<file path="config.mk">
export PLATFORM = sky130hd
export DESIGN_NAME = clk_gate_ctrl
export DESIGN_NICKNAME = d
export VERILOG_FILES = /design/src/rtl/clk_gate_ctrl.sv
export SDC_FILE = /design/constraint.sdc
export NUM_CORES = 1
export LEC_CHECK = 0
export CAP_MARGIN = 25
export CORE_MARGIN = 2
export CORE_UTILIZATION = 40
export DETAILED_ROUTE_END_ITERATION = 16
export GPL_TIMING_DRIVEN = 0
export HOLD_SLACK_MARGIN = 0.05
export PLACE_DENSITY = 0.76
export SLEW_MARGIN = 10
export SYNTH_ARGS = -nofsm -noshare
export SYNTH_HDL_FRONTEND = slang
export SYNTH_SLANG_ARGS = --single-unit
</file>
<file path="constraint.sdc">
create_clock -name CK -period 2.3 [get_ports CK]
set_input_delay 0.345 -clock CK [delete_from_list [all_inputs] [get_ports CK]]
set_output_delay 0.345 -clock CK [all_outputs]
set_load 0.01 [all_outputs]
</file>
<file path="src/rtl/clk_gate_ctrl.sv">
// Enable controller for a CLKGATETST-style clock-gating cell: gates the clock
// after a run of idle cycles, restores it on a wake request with a fixed
// settling period before rdy, and forces the clock on in scan mode.
module clk_gate_ctrl #(
  parameter int unsigned IDLE_CYCLES = 8,
  parameter int unsigned WAKE_CYCLES = 2,
  parameter int unsigned CNT_W       = 8
) (
  input  logic             CK,
  input  logic             RN,
  input  logic             busy,
  input  logic             req,
  input  logic             force_on,
  input  logic             test_mode,
  output logic             E,
  output logic             SE,
  output logic             rdy,
  output logic             gated,
  output logic [CNT_W-1:0] gate_cnt
);

  localparam int unsigned IDLE_W = (IDLE_CYCLES > 1) ? $clog2(IDLE_CYCLES) : 1;
  localparam int unsigned WAKE_W = (WAKE_CYCLES > 1) ? $clog2(WAKE_CYCLES) : 1;

  localparam logic [1:0] S_RUN   = 2'd0;
  localparam logic [1:0] S_GATED = 2'd1;
  localparam logic [1:0] S_WAKE  = 2'd2;

  localparam logic [IDLE_W-1:0] IDLE_LAST = IDLE_W'(IDLE_CYCLES - 1);
  localparam logic [WAKE_W-1:0] WAKE_LOAD = WAKE_W'(WAKE_CYCLES - 1);
  localparam logic [CNT_W-1:0]  CNT_MAX   = '1;

  logic [1:0]        state, state_n;
  logic [IDLE_W-1:0] idle_cnt, idle_n;
  logic [WAKE_W-1:0] wake_cnt, wake_n;
  logic [CNT_W-1:0]  gate_cnt_n;
  logic              e_n, rdy_n, gated_n;
  logic              idle;

  assign idle = !busy && !req && !force_on;

  // Next-state, counter and output decode; scan mode overrides everything.
  always_comb begin
    state_n    = state;
    idle_n     = idle_cnt;
    wake_n     = wake_cnt;
    gate_cnt_n = gate_cnt;
    if (test_mode) begin
      state_n = S_RUN;
      idle_n  = '0;
      wake_n  = '0;
    end else begin
      case (state)
        S_RUN: begin
          if (!idle) begin
            idle_n = '0;
          end else if (idle_cnt == IDLE_LAST) begin
            state_n = S_GATED;
            idle_n  = '0;
            if (gate_cnt != CNT_MAX) gate_cnt_n = gate_cnt + CNT_W'(1);
          end else begin
            idle_n = idle_cnt + IDLE_W'(1);
          end
        end
        S_GATED: begin
          if (busy || req || force_on) begin
            state_n = S_WAKE;
            wake_n  = WAKE_LOAD;
          end
        end
        S_WAKE: begin
          if (wake_cnt == '0) begin
            state_n = S_RUN;
            idle_n  = '0;
          end else begin
            wake_n = wake_cnt - WAKE_W'(1);
          end
        end
        default: begin
          state_n = S_RUN;
          idle_n  = '0;
          wake_n  = '0;
        end
      endcase
    end
    e_n     = (state_n != S_GATED);
    rdy_n   = (state_n == S_RUN);
    gated_n = (state_n == S_GATED);
  end

  // State, counters and registered outputs with synchronous active-low reset.
  always_ff @(posedge CK) begin
    if (!RN) begin
      state    <= S_RUN;
      idle_cnt <= '0;
      wake_cnt <= '0;
      gate_cnt <= '0;
      E        <= 1'b1;
      SE       <= 1'b0;
      rdy      <= 1'b1;
      gated    <= 1'b0;
    end else begin
      state    <= state_n;
      idle_cnt <= idle_n;
      wake_cnt <= wake_n;
      gate_cnt <= gate_cnt_n;
      E        <= e_n;
      SE       <= test_mode;
      rdy      <= rdy_n;
      gated    <= gated_n;
    end
  end

endmodule

</file>
* Word-level counts from Yosys, hierarchy flattened *
Cells that the tools add are included.

word-level totals
  input port bits = 6
  bits in registers = 18
  output and inout port bits = 12

cells by class
  equality and inequality tests = 8
  add/sub/neg operators = 3
  reduce and logical (&&, ||, !) cells = 13
  bitwise gates (word level) = 4
  muxes and demuxes = 13

operators by type and width
  operator                                              number
  two-way mux 2 bit                                     5
  two-way mux 3 bit                                     3
  case mux 3 bit (3 select lines)                       1
  adder 8 x 1 -> 8 bit (second input constant)          1
  != test 8 bit (second input constant)                 1
  case mux 2 bit (3 select lines)                       1
  AND reduction 5 bit                                   1
  equality test 2 x 1 -> 1 bit (second input constant)  2
  logical NOT 2 bit                                     2
  != test 2 bit (second input constant)                 2
  NOT 1 bit                                             4
  AND reduction 2 bit                                   2
  adder 3 x 1 -> 3 bit (second input constant)          1
  equality test 3 bit (second input constant)           1
  logical NOT 1 bit                                     3
  case mux 1 bit (3 select lines)                       1
  equality test 2 bit (second input constant)           1
  logical AND 1 bit                                     2
  logical OR 1 bit                                      2
  two-way mux 1 bit                                     2
  != test 2 x 1 -> 1 bit (second input constant)        1
  OR reduction 2 bit                                    1
  subtractor 1 bit (second input constant)              1

* Longest topological paths before layout *
Gate-level depths: netlist (run 1).

  depth in word-level cells = 7
  gate-level depth with buffers = 7

* Least setup slack after synthesis (run 1) *
Ideal clock, no wire load.

  kind = reg2reg
  start point = register idle_cnt[0]
  end point = register gate_cnt[4]
  data arrival time = 1.578 ns
  setup slack = 0.653 ns
  period minus slack after synthesis = 1.647 ns
  path buffers = 1
  stages on the path, launching flop included = 8
  data required time = 2.230 ns
  path through = dfxtp_1 ha_1 ha_1 nor4b_4 o211ai_2 buf_6 or3_1 a21oi_1

on the way
  longest elaborated chain between the ends = 2

ends and longest elaborated chain
  item                           line  RTL
  start: declaration             34    logic [IDLE_W-1:0] idle_cnt, idle_n;
  start signal: assignment       104   idle_cnt <= idle_n;
  equality test 3 bit            57    end else if (idle_cnt == IDLE_LAST) begin
  AND reduction 5 bit (no line)  -
  end signal: assignment         106   gate_cnt <= gate_cnt_n;
  end: declaration               19    output logic [CNT_W-1:0] gate_cnt

No other way between the ends.
A chain may end at the register's enable or synchronous reset.

* Worst setup path after layout (run 1) *
Same ends and word-level chain as after synthesis.

==> results of run 1 <==
[how the worst max path moves through the flow]
stage	from	endpoint	cells after the start
after global routing	idle_cnt[0]	gate_cnt[5]	6
after floorplan	idle_cnt[0]	gate_cnt[4]	7
after global placement	test_mode	gate_cnt[4]	6
final	idle_cnt[0]	gate_cnt[4]	7
after CTS	idle_cnt[0]	gate_cnt[4]	7
after detailed placement	test_mode	gate_cnt[4]	6
[where the power goes]
part	internal [mW]	leakage, nW	switching (mW)	total, mW
clock network	0.0963	0.0210	0.0946	0.191
logic	0.0116	0.181	0.0104	0.0219
registers	0.313	0.145	0.000437	0.313
total	0.421	0.348	0.105	0.526
[routing by layer]
metal  track usage [%]  vias to the layer above  share of wire [%]
li1                  -                      336                  -
met1              20.1                      287                 48
met2              23.5                       13                 46
met3              2.26                        2                4.4
met4              8.11                        0               0.64
met5                 0                        -                  0
[critical path: stages (launching register included)]
cell	delay, ns
dfxtp_1	0.38
ha_1	0.16
ha_1	0.19
nor4b_4	0.21
o211ai_2	0.16
buf_6	0.17
or3_1	0.35
a21oi_1	0.14
[placed cells by master (no fill, tap or decap), types with 3 or more instances in the layout]
master           instances
dfxtp_1                 18
clkdlybuf4s50_1         17
nor2_1                   8
a21oi_1                  8
inv_1                    4
nand3_1                  4
or3_1                    4
o21ai_0                  4
o31ai_1                  3
or4_1                    3
a22oi_1                  3
ha_1                     3
clkbuf_4                 3
[through the flow]
stage | cells | hold WS, ns | cell area (µm²)
floorplan | 80 | 0.467 | 767
global placement | 122 | 0.480 | 968
detailed placement | 122 | 0.495 | 968
CTS | 126 | 0.511 | 1000
global route | 126 | 0.537 | 1000
finish | 126 | 0.507 | 1000
[flip-flops by register name (all words and copies together) (netlist names)]
| register | count |
|---|---|
| gated | 1 |
| wake_cnt | 1 |
| SE | 1 |
| idle_cnt | 3 |
| gate_cnt | 8 |
| rdy | 1 |
| state | 2 |
| E | 1 |
[layout make-up]
cell class              count  area [µm²]
well taps                  25        31.3
inverters                   4        15.0
flip-flops and latches     18         360
fillers                   172         759
clock buffers               4        36.3
repair buffers             17         170
multi-input cells          56         369
plain buffers               2        22.5
[logic make-up after synthesis]
group	count (synthesis)
buffers and inverters	6
AO/OA/AOI/OAI	19
AND/OR/NAND/NOR	32
XOR/XNOR	1
multiplexers	1
flip-flops	18
adder cells (fa/ha/maj)	3
==> impl_metrics.yaml, run 1 <==
run_status:
  status: "completed"
yosys:
  netlist_instances: 80
  synthFlopType: "dfxtp_1"
  yosys-mux-area-fraction_pct: 1.31
  postSynthAreaPerCell_um2: 9.59
  async_flop_share_pct: 0
  synth_area_leaders: "dfxtp_1 47%, a21oi_1 5.2%, ha_1 4.9%"
  synth_xor_xnor_area_share_pct: 1.14
  syn_area_um2: 767
  syn_nets: 89
  ys_seq_elements: 18
  synth_top_cell_by_area: "dfxtp_1"
  yosys-top-cells-count: "18 x dfxtp_1, 8 x a21oi_1, 8 x nor2_1"
  synth-adder-area-share_pct: 4.89
  synth_most_common_cell: "dfxtp_1"
  synth-simple-area-share_pct: 25.4
  synth_edf_count: 0
  synth_warnings: 0
  synth_compound_area_share_pct: 15.3
  synth_top_family_by_area: "simple AND/OR/NAND/NOR gates"
  ys_types: 25
  ys_seq_area_share_pct: 47.0
  synth_top_area_share_pct: 47.0
placement:
  pre_cts_slack_ns: 0.353
  dp_hpwl_um: 1090
  port_buffers: 17
  place_congestion: 0.826
clock_tree:
  clk_pin_slew_ns: 0.10
  cts-root-buf: "clkbuf_4"
  cts_resized: 0
  post_cts_buffers: 0
  clock_sinks: 18
  cts_hold_buf: 0
  cts_tree: "built"
  clockBufferDepth: 2
  clk_latency_ns: 0.28
  cts_made_buffers: 3
  h-tree-depth: 1
timing:
  finalHoldViolCount: 0
  slew_violations: 0
  min_period_ns: 1.81
  maxSlewHeadroom_pct: 72.9
  period_share_pct: 78.6
  max_freq_mhz: 553
  tightest_slew_ns: 0.403
  final-setup-viol-count: 0
  setup_tns_ns: 0
  fin_ws_ns: 0.491
  rsz0062_at_grt: "false"
  clock_skew_ns: 0.000619
layout:
  num_antenna_cells: 0
  drive_gt1_share_pct: 9.90
  finish.utilization_pct: 57.0
  layout.nets: 111
  synthToLayoutAreaGrowth_pct: 31.0
routing:
  vias: 638
  postRouteAntennaNets: 0
  viasPerCell: 5.06
  drtIter0Drc: 7
  drtPass1Iterations: 4
  postRouteWirelength_um: 1400
  wire_per_inst_um: 11.1
  drc: 0
min_path:
  whs_path_depth: 2
  hold_class: "reg -> reg"
  min_to: "gate_cnt[6]"
  min_from: "gate_cnt[6]"
critical_path:
  r2r_slack_ns: 0.49
  regToRegStartpoint: "idle_cnt[0]"
  worst_setup_path_end_kind: "flop"
  r2r_end: "gate_cnt[4]"
  reg2reg_depth: 7
  arrival_ns: 2.04
  crit_type: "reg -> reg"
  critPathRequiredTime_ns: 2.53
  critical_path_peak_fanout: 10
  crit_path_start_kind: "flop"
grt:
  grt-ovfl-total: 0
  grt_pass1_vias: 584
  antenna_found_initial: 0
  grt_max_degree: 11
  grt_util_all_layers_pct: 15.1
  grt_pass1_wl_um: 2420
floorplan:
  coreArea_um2: 1760
  die_area_um2: 2280
  initial_core_util_pct: 43.5
  io_pins: 18
  num_rows: 15
  die-width_um: 47.8
  die_y_um: 47.8
power:
  finalPower_mw: 0.526
  leakagePower_nw: 0.348
  power.density_nw_per_um2: 523
  ir_worst_vdd_mv: 0.459
run:
  max-cap-violations: 0
Power figures use the tool's default switching activity.
==> run 2, diff against run 1 <==
--- a/config.mk
+++ b/config.mk
@@ -11,7 +11,7 @@
 export DETAILED_ROUTE_END_ITERATION = 16
 export GPL_TIMING_DRIVEN = 0
 export HOLD_SLACK_MARGIN = 0.05
-export PLACE_DENSITY = 0.76
+export PLACE_DENSITY = 0.79
 export SLEW_MARGIN = 10
 export SYNTH_ARGS = -nofsm -noshare
 export SYNTH_HDL_FRONTEND = slang
==> constraint.sdc (replaced) <==
create_clock -name CK -period 1.6 [get_ports CK]
set_input_delay 0.24 -clock CK [delete_from_list [all_inputs] [get_ports CK]]
set_output_delay 0.24 -clock CK [all_outputs]
set_load 0.01 [all_outputs]
==> impl_metrics.yaml, run 2 (synthesis results as in run 1) <==
run_status:
  status: "complete, but fails checks"
  violations: "setup timing"
layout:
  layout.cells.non_filler: 133
  top_register: "gate_cnt"
  largest_reg_flops: 8
  finalInstanceArea_um2: 1140
  multi_input_area_um2: 438
  finish.utilization_pct: 64.7
  drive_gt1_share_pct: 29.6
  regArea_um2: 367
  reg.largest.list: "gate_cnt x8, idle_cnt x3, state x2"
  layout_commonest_cell: "clkdlybuf4s50_1"
  num_antenna_cells: 0
  final_cell_mix: "17 x clkdlybuf4s50_1, 13 x dfxtp_1, 8 x nor2_1, 6 x a21oi_1"
  synthToLayoutAreaGrowth_pct: 48.8
  layout.nets: 118
  n_fill_cell: 163
routing:
  drc: 0
  vias: 696
  wire_per_inst_um: 11.7
  viasPerCell: 5.23
  drtPass1Iterations: 4
  drtIter0Drc: 22
  postRouteAntennaNets: 0
  dr_wl_met3_um: 74
  wl_met2_um: 787
  postRouteWirelength_um: 1560
  met1Wirelength_um: 669
  dr.max_layer_used: "met4"
grt:
  antenna_found_initial: 0
  grt_pass1_vias: 650
  grt-ovfl-total: 0
  grt_max_degree: 11
  grt_util_all_layers_pct: 16.4
  grt_pass1_wl_um: 2640
placement:
  dp_cells: 122
  dp_hpwl_um: 1070
  port_buffers: 17
  place_congestion: 0.788
  placed_cell_area_um2: 995
  pre_cts_slack_ns: -0.241
power:
  p_sw_share_pct: 20.5
  power.density_nw_per_um2: 668
  finalPower_mw: 0.762
  ir_worst_vdd_mv: 0.428
  power_frac_seq_pct: 59.1
  p_clk_share_pct: 36.6
  leakagePower_nw: 0.382
  combPwrFrac_pct: 4.3
  power.internal_mw: 0.606
  p_sw_mw: 0.156
timing:
  maxSlewHeadroom_pct: 72.5
  setup_tns_ns: -0.443
  min_period_ns: 1.71
  period_share_pct: 107
  finalHoldViolCount: 0
  final-setup-viol-count: 6
  slew_violations: 0
  holdWs_ns: 0.521
  fin_ws_ns: -0.107
  tightest_slew_ns: 0.408
  rsz0062_at_grt: "true"
  clock_skew_ns: 0.00842
  max_freq_mhz: 586
floorplan:
  initial_core_util_pct: 43.5
  die_area_um2: 2280
  coreArea_um2: 1760
  die_y_um: 47.8
  num_rows: 15
  die-width_um: 47.8
  io_pins: 18
min_path:
  hold_class: "reg -> reg"
clock_tree:
  cts_made_buffers: 3
  cts-root-buf: "clkbuf_4"
  clk_latency_ns: 0.30
  cts_tree: "built"
  h-tree-depth: 1
  cts_hold_buf: 0
  clock_sinks: 18
  clk_pin_slew_ns: 0.11
  clockBufferDepth: 2
critical_path:
  critical_path_peak_fanout: 6
  worst_setup_path_end_kind: "flop"
  critPathRequiredTime_ns: 1.83
  crit_type: "reg -> reg"
  crit_path_start_kind: "flop"
  arrival_ns: 1.94
run:
  max-cap-violations: 0
-- run 2: final cells by class --
class                           instances  area share, %
Buffer                                  2           1.97
Clock buffer                            4           3.18
Inverter                                4           1.32
Multi-Input combinational cell         56           38.4
Sequential cell                        18           32.1
Tap cell                               25           2.74
Timing Repair Buffer                   24           20.3
-- run 2: power groups by stage --
stage	clock [mW]	sequential (mW)	combinational, mW
floorplan	0	0.461	0.0101
global placement	0	0.461	0.0309
detailed placement	0	0.461	0.0316
CTS	0.284	0.450	0.0324
global route	0.303	0.451	0.0353
finish	0.279	0.450	0.0326
-- run 2: final timing paths --
path,start,to,slack (ns),depth (start not counted)
setup / recovery,idle_cnt[0],gate_cnt[7],-0.11,6
hold / removal,gate_cnt[6],gate_cnt[6],0.52,2
setup reg to reg,idle_cnt[0],gate_cnt[7],-0.11,6
hold reg to reg,gate_cnt[6],gate_cnt[6],0.52,2
-- run 2: per-layer routing --
layer	GRT usage (%)	up-vias
met5	0	-
met2	26.7	19
met4	7.03	0
met1	19.6	322
li1	-	351
met3	5.66	4
-- run 2: what timing repair did --
action	4_1_cts	5_1_grt
endpoints found under the setup margin	5	10
cloned	1	0
setup buffers	5	1
pin swaps	4	5
gates resized for setup	5	12
-- run 2: critical path, stage by stage (launching register included) --
cell	delay [ns]
dfxtp_2	0.37
ha_4	0.14
ha_4	0.12
nor4b_4	0.19
o211ai_2	0.18
or4_1	0.50
a21oi_1	0.14
==> run 3, diff against run 2 <==
--- a/config.mk
+++ b/config.mk
@@ -7,11 +7,11 @@
 export LEC_CHECK = 0
 export CAP_MARGIN = 25
 export CORE_MARGIN = 2
-export CORE_UTILIZATION = 40
+export CORE_UTILIZATION = 47
 export DETAILED_ROUTE_END_ITERATION = 16
 export GPL_TIMING_DRIVEN = 0
 export HOLD_SLACK_MARGIN = 0.05
-export PLACE_DENSITY = 0.79
+export PLACE_DENSITY = 0.86
 export SLEW_MARGIN = 10
 export SYNTH_ARGS = -nofsm -noshare
 export SYNTH_HDL_FRONTEND = slang
==> constraint.sdc (replaced) <==
create_clock -name CK -period 1.95 [get_ports CK]
set_input_delay 0.2925 -clock CK [delete_from_list [all_inputs] [get_ports CK]]
set_output_delay 0.2925 -clock CK [all_outputs]
set_load 0.01 [all_outputs]
==> impl_metrics.yaml, run 3 (synthesis results as in run 1) <==
placement:
  place_congestion: 0.855
  port_buffers: 17
  dp_hpwl_um: 1160
power:
  leakagePower_nw: 0.341
  power.density_nw_per_um2: 584
  ir_worst_vdd_mv: 0.381
  power.internal_mw: 0.454
  p_sw_share_pct: 20.8
  power_frac_seq_pct: 64.5
  p_clk_share_pct: 31.0
  p_sw_mw: 0.119
  combPwrFrac_pct: 4.5
critical_path:
  worst_setup_path_end_kind: "flop"
  crit_path_start_kind: "flop"
  path_depth: 6
  cp.buffers_inverters: 0
  reg2reg_depth: 6
  arrival_ns: 2.00
  cp_top_family: "simple AND/OR/NAND/NOR gates"
  critical_path_peak_fanout: 5
  slowest_delay_ns: 0.49
  crit_path_frequent_cell: "ha_1"
  crit_type: "reg -> reg"
  crit_chain: "ha_1, ha_1, nor4b_4, o211ai_2, or4_1, a21oi_1"
  slowest_stage: "or4_1"
  critPathRequiredTime_ns: 2.16
timing:
  holdWs_ns: 0.514
  maxSlewHeadroom_pct: 69.2
  finalHoldViolCount: 0
  max_freq_mhz: 558
  min_period_ns: 1.79
  slew_violations: 0
  tightest_slew_ns: 0.458
  rsz0062_at_grt: "false"
  period_share_pct: 91.9
  final-setup-viol-count: 0
  setup_tns_ns: 0
  clock_skew_ns: 0.0108
floorplan:
  coreArea_um2: 1520
  die-width_um: 44.4
  num_rows: 14
  die_y_um: 44.4
  initial_core_util_pct: 50.3
  io_pins: 18
  die_area_um2: 1970
grt:
  grt-ovfl-total: 0
  grt_pass1_vias: 632
  antenna_found_initial: 0
  grt_util_all_layers_pct: 17.7
  grt_pass1_wl_um: 2590
  grt_max_degree: 11
clock_tree:
  clk_latency_ns: 0.28
  clk_pin_slew_ns: 0.10
  cts_tree: "built"
  cts_hold_buf: 0
  post_cts_buffers: 0
  cts_resized: 0
  clockBufferDepth: 2
  h-tree-depth: 1
  cts-root-buf: "clkbuf_4"
  clock_sinks: 18
  cts_made_buffers: 3
layout:
  synthToLayoutAreaGrowth_pct: 27.9
  final_cell_mix: "17 x dfxtp_1, 17 x clkdlybuf4s50_1, 8 x nor2_1, 8 x a21oi_1"
  reg.largest.list: "gate_cnt x8, idle_cnt x3, state x2"
  drive_gt1_share_pct: 10.0
  top_register: "gate_cnt"
  layout.nets: 111
  n_fill_cell: 139
  num_antenna_cells: 0
  largest_reg_flops: 8
run:
  max-cap-violations: 0
routing:
  vias: 659
  postRouteAntennaNets: 0
  drtPass1Iterations: 4
  drc: 0
  wire_per_inst_um: 12.7
  viasPerCell: 5.68
  drtIter0Drc: 8
  postRouteWirelength_um: 1470
min_path:
  whs_path_depth: 2
  hold_class: "reg -> reg"
run_status:
  status: "completed"
==> run 3: cell types whose count changed in the layout (fill, tap and decap cells not counted), moves of 2 or more <==
cell	change
dfxtp_2	-4
dfxtp_1	+4
a21oi_1	+2
a21oi_2	-2
ha_4	-2
buf_4	-3
ha_1	+3
buf_6	-3
==> run 3: power by group through the flow <==
stage | Clock (mW) | Combinational (mW) | Sequential, mW
global route | 0.197 | 0.0284 | 0.370
finish | 0.178 | 0.0257 | 0.370
detailed placement | 0 | 0.0259 | 0.378
global placement | 0 | 0.0250 | 0.378
floorplan | 0 | 0.00822 | 0.378
CTS | 0.180 | 0.0258 | 0.369
==> run 3: metrics by stage <==
| step | area [µm²] | total power [mW] | setup WS, ns | util, % | cells |
|---|---|---|---|---|---|
| 2_1_floorplan | 767 | 0.387 | 0.303 | - | 80 |
| 3_3_place_gp | 957 | 0.403 | 0.0962 | 62.8 | 113 |
| 6_report | 981 | 0.573 | 0.158 | 64.4 | 116 |
| 4_1_cts | 980 | 0.576 | 0.117 | 64.3 | 116 |
| 3_5_place_dp | 957 | 0.404 | 0.0623 | 62.8 | 113 |
| 5_1_grt | 981 | 0.595 | 0.0407 | 64.4 | 116 |
==> run 3: worst reg2reg max path, stage by stage, from the launching register on <==
cell	delay, ns
dfxtp_2	0.36
ha_1	0.15
ha_1	0.19
nor4b_4	0.22
o211ai_2	0.16
or4_1	0.49
a21oi_1	0.16
==> run 3: metal layers <==
| layer | vias to the layer above | wire length, µm | GRT usage [%] | part of all wire (%) |
|---|---|---|---|---|
| met4 | 0 | 45 | 10.9 | 3.1 |
| met5 | - | 0 | 0 | 0 |
| li1 | 336 | - | - | - |
| met1 | 300 | 642 | 20.2 | 44 |
| met2 | 17 | 733 | 29.7 | 50 |
| met3 | 6 | 51 | 4.08 | 3.5 |
==> run 3: area by class of cell <==
type,instances,area [µm²],area share (%)
well taps,16,20.0,2.04
multi-input cells,56,369,37.6
clock buffers,3,22.5,2.30
repair buffers,17,170,17.3
inverters,4,15.0,1.53
plain buffers,2,22.5,2.30
flip-flops and latches,18,362,36.9
==> run 3: final timing paths <==
path            endpoint  slack [ns]   startpoint
max          gate_cnt[5]        0.16  idle_cnt[0]
min reg2reg  gate_cnt[7]        0.51  gate_cnt[7]
max reg2reg  gate_cnt[5]        0.16  idle_cnt[0]
min          gate_cnt[7]        0.51  gate_cnt[7]
